$ cat src/rtl/uart_tx_ctrl.sv
// uart_tx_ctrl: FIFO-buffered byte sequencer between the CPU UART data register and the serial emitter.
// Optional feature macro UART_TX_CRLF_EN: a 8'h0D is emitted ahead of every 8'h0A byte.
module uart_tx_ctrl #(
  parameter int DEPTH = 16
) (
  input  logic                    clk,
  input  logic                    reset_n,
  input  logic                    wr_en,
  input  logic [7:0]              wr_data,
  input  logic                    flush,
  input  logic                    clr_ovr,
  output logic [7:0]              tx_data,
  output logic                    tx_valid,
  input  logic                    tx_ready,
  output logic                    full,
  output logic                    empty,
  output logic [$clog2(DEPTH):0]  level,
  output logic                    busy,
  output logic                    overrun
);

  localparam int AW = $clog2(DEPTH);
  localparam int LW = AW + 1;

`ifdef UART_TX_CRLF_EN
  typedef enum logic [1:0] {IDLE = 2'd0, SEND = 2'd1, CR = 2'd2} state_t;
`else
  typedef enum logic [1:0] {IDLE = 2'd0, SEND = 2'd1} state_t;
`endif

  state_t          state;
  logic [7:0]      mem [DEPTH];
  logic [AW-1:0]   wr_ptr;
  logic [AW-1:0]   rd_ptr;
  logic [7:0]      head;
  logic            xfer;
  logic            pop;
  logic            push;
  logic            load_cr;
  logic            lf_hit;
  logic            ovr_set;

  assign head  = mem[rd_ptr];
  assign xfer  = tx_valid && tx_ready;
  assign full  = (level == LW'(DEPTH));
  assign empty = (level == '0);
  assign busy  = !empty || tx_valid || !tx_ready;

`ifdef UART_TX_CRLF_EN
  assign lf_hit = (head == 8'h0A);
`else
  assign lf_hit = 1'b0;
`endif

  // Pop happens when the head moves into the holding register; an LF head first parks in CR without popping.
  always_comb begin
    pop     = 1'b0;
    load_cr = 1'b0;
    if (!flush) begin
      case (state)
        IDLE: if (!empty) begin
          load_cr = lf_hit;
          pop     = !lf_hit;
        end
        SEND: if (xfer && !empty) begin
          load_cr = lf_hit;
          pop     = !lf_hit;
        end
`ifdef UART_TX_CRLF_EN
        CR: pop = xfer;
`endif
        default: ;
      endcase
    end
  end

  assign push    = wr_en && !flush && (!full || pop);
  assign ovr_set = wr_en && !flush && full && !pop;

  always_ff @(posedge clk) begin
    if (push) mem[wr_ptr] <= wr_data;
  end

  always_ff @(posedge clk or negedge reset_n) begin
    if (!reset_n) begin
      state    <= IDLE;
      tx_valid <= 1'b0;
      tx_data  <= 8'h00;
      wr_ptr   <= '0;
      rd_ptr   <= '0;
      level    <= '0;
    end else if (flush) begin
      state    <= IDLE;
      tx_valid <= 1'b0;
      wr_ptr   <= '0;
      rd_ptr   <= '0;
      level    <= '0;
    end else begin
      case (state)
        IDLE: if (!empty) begin
          tx_valid <= 1'b1;
`ifdef UART_TX_CRLF_EN
          if (load_cr) begin
            tx_data <= 8'h0D;
            state   <= CR;
          end else begin
            tx_data <= head;
            state   <= SEND;
          end
`else
          tx_data <= head;
          state   <= SEND;
`endif
        end
        SEND: if (xfer) begin
          if (!empty) begin
`ifdef UART_TX_CRLF_EN
            if (load_cr) begin
              tx_data <= 8'h0D;
              state   <= CR;
            end else begin
              tx_data <= head;
            end
`else
            tx_data <= head;
`endif
          end else begin
            tx_valid <= 1'b0;
            state    <= IDLE;
          end
        end
`ifdef UART_TX_CRLF_EN
        CR: if (xfer) begin
          tx_data <= 8'h0A;
          state   <= SEND;
        end
`endif
        default: begin
          tx_valid <= 1'b0;
          state    <= IDLE;
        end
      endcase
      if (push) wr_ptr <= wr_ptr + 1'b1;
      if (pop)  rd_ptr <= rd_ptr + 1'b1;
      if (push && !pop)      level <= level + 1'b1;
      else if (pop && !push) level <= level - 1'b1;
    end
  end

  // Sticky drop flag: a same-cycle drop beats clr_ovr, and flush leaves it alone.
  always_ff @(posedge clk or negedge reset_n) begin
    if (!reset_n)     overrun <= 1'b0;
    else if (ovr_set) overrun <= 1'b1;
    else if (clr_ovr) overrun <= 1'b0;
  end

endmodule
$ cat config.mk
export PLATFORM = sky130hd
export DESIGN_NAME = uart_tx_ctrl
export DESIGN_NICKNAME = d
export VERILOG_FILES = /design/src/rtl/uart_tx_ctrl.sv
export SDC_FILE = /design/constraint.sdc
export NUM_CORES = 1
export LEC_CHECK = 0
export ABC_AREA = 1
export BUFFER_PORTS_ARGS = -buffer_cell sky130_fd_sc_hd__buf_2
export CORE_MARGIN = 4
export CORE_UTILIZATION = 50
export CTS_BUF_LIST = sky130_fd_sc_hd__clkbuf_8
export CTS_CLUSTER_DIAMETER = 150
export CTS_CLUSTER_SIZE = 8
export DETAILED_ROUTE_END_ITERATION = 7
export HOLD_SLACK_MARGIN = 0.02
export PLACE_DENSITY = 0.77
export RECOVER_POWER = 50
export SETUP_SLACK_MARGIN = 0.2
export SLEW_MARGIN = 25
export SYNTH_ARGS = -nofsm -noshare
export SYNTH_HDL_FRONTEND = slang
export SYNTH_SLANG_ARGS = --single-unit
$ cat constraint.sdc
create_clock -name clk -period 4.79 [get_ports clk]
set_input_delay 0.2395 -clock clk [delete_from_list [all_inputs] [get_ports clk]]
set_output_delay 0.2395 -clock clk [all_outputs]
set_load 0.005 [all_outputs]
==> results by group <==
Run status
  – Status: finished, final reports clean

Worst hold path
  – Worst Hold Class: in -> reg

Worst setup path
  – CP startpoint kind: register
  – Worst Setup Path Type: reg -> reg
  – Cells along the critical path: nor2_1 > nand3_1 > nand3_2 > nand2_1 > nand2_2 > inv_2 > nand2_1 > nor2_1
  – Top Family by Delay on Critical Path: simple AND/OR/NAND/NOR gates
  – Crit path DAT: between 2000 and 3000 ps
  – Buf/Inv on CP: 1
  – Crit-path max cell delay: 590 ps
  – Worst EP required: slightly below 5000 ps
  – Crit-path slowest cell: nor2_1
  – Crit-path max FO: 12
  – Critical path endpoint category: register

STA
  – Tightest Pin Transition: approximately 1200 ps
  – Setup TNS: 0 ps
  – Slew Viols, Final: 0
  – Worst hold slack: 106.1 ps
  – Fmax: slightly below 400 MHz
  – Final setup viols: 0
  – RSZ-0062 raised after global routing: false
  – Rel. slew slack: 0.1683
  – Final worst slack: around 2200 ps
  – Tmin final: 2574 ps
  – Fin. Hold Viols: 0
  – Clock skew: ~9.4 ps
  – Fin crit share: 0.5374

Clock tree
  – Clock Path Buffers: 2
  – CTS resizes: 0
  – CTS root buf: clkbuf_8
  – Worst-path clk slew: 80 ps
  – H-tree depth: 4
  – Hold buffer count at CTS: 3
  – CTS Sinks: between 150 and 200
  – Num CTS Buffers: 17
  – Worst-Skew Late Latency: around 450 ps
  – Post-CTS setup buffers: 0
  – Clock tree from TritonCTS: yes

Synth
  – Top cell type by total area after synthesis: edfxtp_1
  – Asr flop ratio synth: 0.1523
  – Yosys top cell area share: 0.5953
  – Area contributors post-synth: edfxtp_1 60%, dfrtp_1 8.9%, nor2_1 6.7%
  – Post-synth cell types: 28
  – Post-synth EDFFs: 128
  – Synth warn: 0
  – Mapped Cells: 580
  – #FFs+latches synth: between 150 and 200
  – Syn avg cell area: 11.13 um2
  – Synth Flop Type: edfxtp_1
  – Synth Net Count: between 600 and 700
  – Mapped cell area: roughly 0.0065 mm2
  – Register area share after synthesis: 0.6845

Drt
  – Wire per inst: ~18 um
  – Avg Vias per Cell: 5.533
  – Via Count: approximately 4400
  – DRT Wirelength: 14420 um
  – DRT Pass-1 Iters: 7
  – Final ANT Viol Nets: 0
  – DRC: 0
  – Drt initial violations: between 400 and 500

Die
  – Io pins: 32
  – Initial Util: 0.5116
  – Std cell rows: 41
  – Core Area: ~0.013 mm2
  – Die width: about 120 um
  – Die outline area: approximately 0.015 mm2
  – Die H: 121.6 um

Cells and area
  – Post-Layout Inst Area: about 0.0071 mm2
  – # nets final: between 600 and 700
  – Area Growth Syn to Fin: 9.651%
  – Non-filler instance count after layout: 793
  – Fraction of layout cells with a size suffix above 1: 0.09018
  – Fin util: 0.5610
  – Antenna cells: 0

GRT
  – Initial antenna violation count: 0
  – Largest net degree at the start of global routing: between 70 and 80
  – First-pass GRT wire length: 22860 um
  – Grt ovf: 0
  – Total Routing Usage GR: 0.2062
  – Number of global-route vias before repair: approximately 4300

Placement
  – Pre-CTS setup slack: roughly 2300 ps
  – Hpwl dp: approximately 9200 um
  – Dpl cells: 759
  – Placed cell areas: 0.006646 mm2
  – # port buffers: 31
  – Placer Congestion: 0.9191

Run
  – # Max-Cap Violations: 0

Power and ir drop
  – Total chip power: 3.697 mW
  – Max IR drop VDD: between 200 and 250 uV
  – Power per Cell Area: 522.2 mW/mm2
  – Leak pwr: about 2.7 nW
registers in the layout, indices dropped and copies added (netlist names):
signal    flops
mem         128
tx_valid      1
overrun       1
wr_ptr        4
tx_data       8
rd_ptr        4
level         5
metal layers:
| layer | GRT usage | up-vias | part of all wire |
|---|---|---|---|
| met2 | 0.3309 | 214 | 0.48 |
| li1 | - | 2044 | - |
| met1 | 0.2749 | 2090 | 0.41 |
| met5 | 0 | - | 0 |
| met4 | 0.08193 | 0 | 0.026 |
| met3 | 0.04689 | 40 | 0.086 |
cells by family after synthesis:
| family | share of synthesized area |
|---|---|
| flops | 0.6845 |
| buf+inv | 0.04729 |
| xor+xnor | 0.005427 |
| simple gates | 0.1843 |
| fa+ha+maj | 0.01861 |
| compound gates | 0.05988 |
worst register-to-register path, delay by kind of cell, from the launching register on:
family / cells / cell delay [ps]
simple gates: 7 / 1640
flops: 1 / 460
buf+inv: 1 / 110
cells in the final DEF (no fill, tap or decap), types with 17 or more instances in the layout:
cell type  count
clkbuf_8      17
buf_2         18
o21ai_1       26
nand2_1      105
edfxtp_1     128
nor2_1       115
o21ai_0       34
nand3_1       59
inv_1         23
dfrtp_1       22
path summary, 6_finish.rpt:
check / slack [ps] / end / cells past startpoint / startpoint
min in group asynchronous: 580 / level[4] / 2 / reset_n
max: 2220 / mem[7][2] / 8 / level[0]
max in group asynchronous: 3390 / rd_ptr[0] / 2 / reset_n
min: 110 / overrun / 3 / wr_en
min reg2reg: 480 / tx_data[2] / 2 / tx_data[2]
max reg2reg: 2220 / mem[7][2] / 8 / level[0]
cell usage after synthesis (3+ instances only):
cell type / instances
nand3_2: 3
ha_1: 8
buf_2: 7
o21ai_1: 26
buf_6: 9
buf_4: 6
inv_1: 21
edfxtp_1: 128
clkbuf_1: 3
a21oi_1: 4
dfrtp_1: 23
o21ai_0: 34
inv_2: 6
nand3_1: 58
o211ai_1: 8
nand2_1: 105
nor2_1: 115
area by class of cell:
type / instances / area (um2)
multi-input cells: 374 / 1727
fillers: 1077 / 5540
clock buffers: 17 / 234.0
clock inverters: 14 / 190.2
well taps: 172 / 215.2
inverters: 29 / 108.9
repair buffers: 36 / 183.9
flip-flops and latches: 151 / 4420
power by group:
part / switching, mW / internal (mW) / total [mW]
sequential: 0.0850 / 1.51 / 1.59
combinational: 0.712 / 0.346 / 1.06
clock: 0.443 / 0.603 / 1.05
Power figures use the tool's default switching activity.
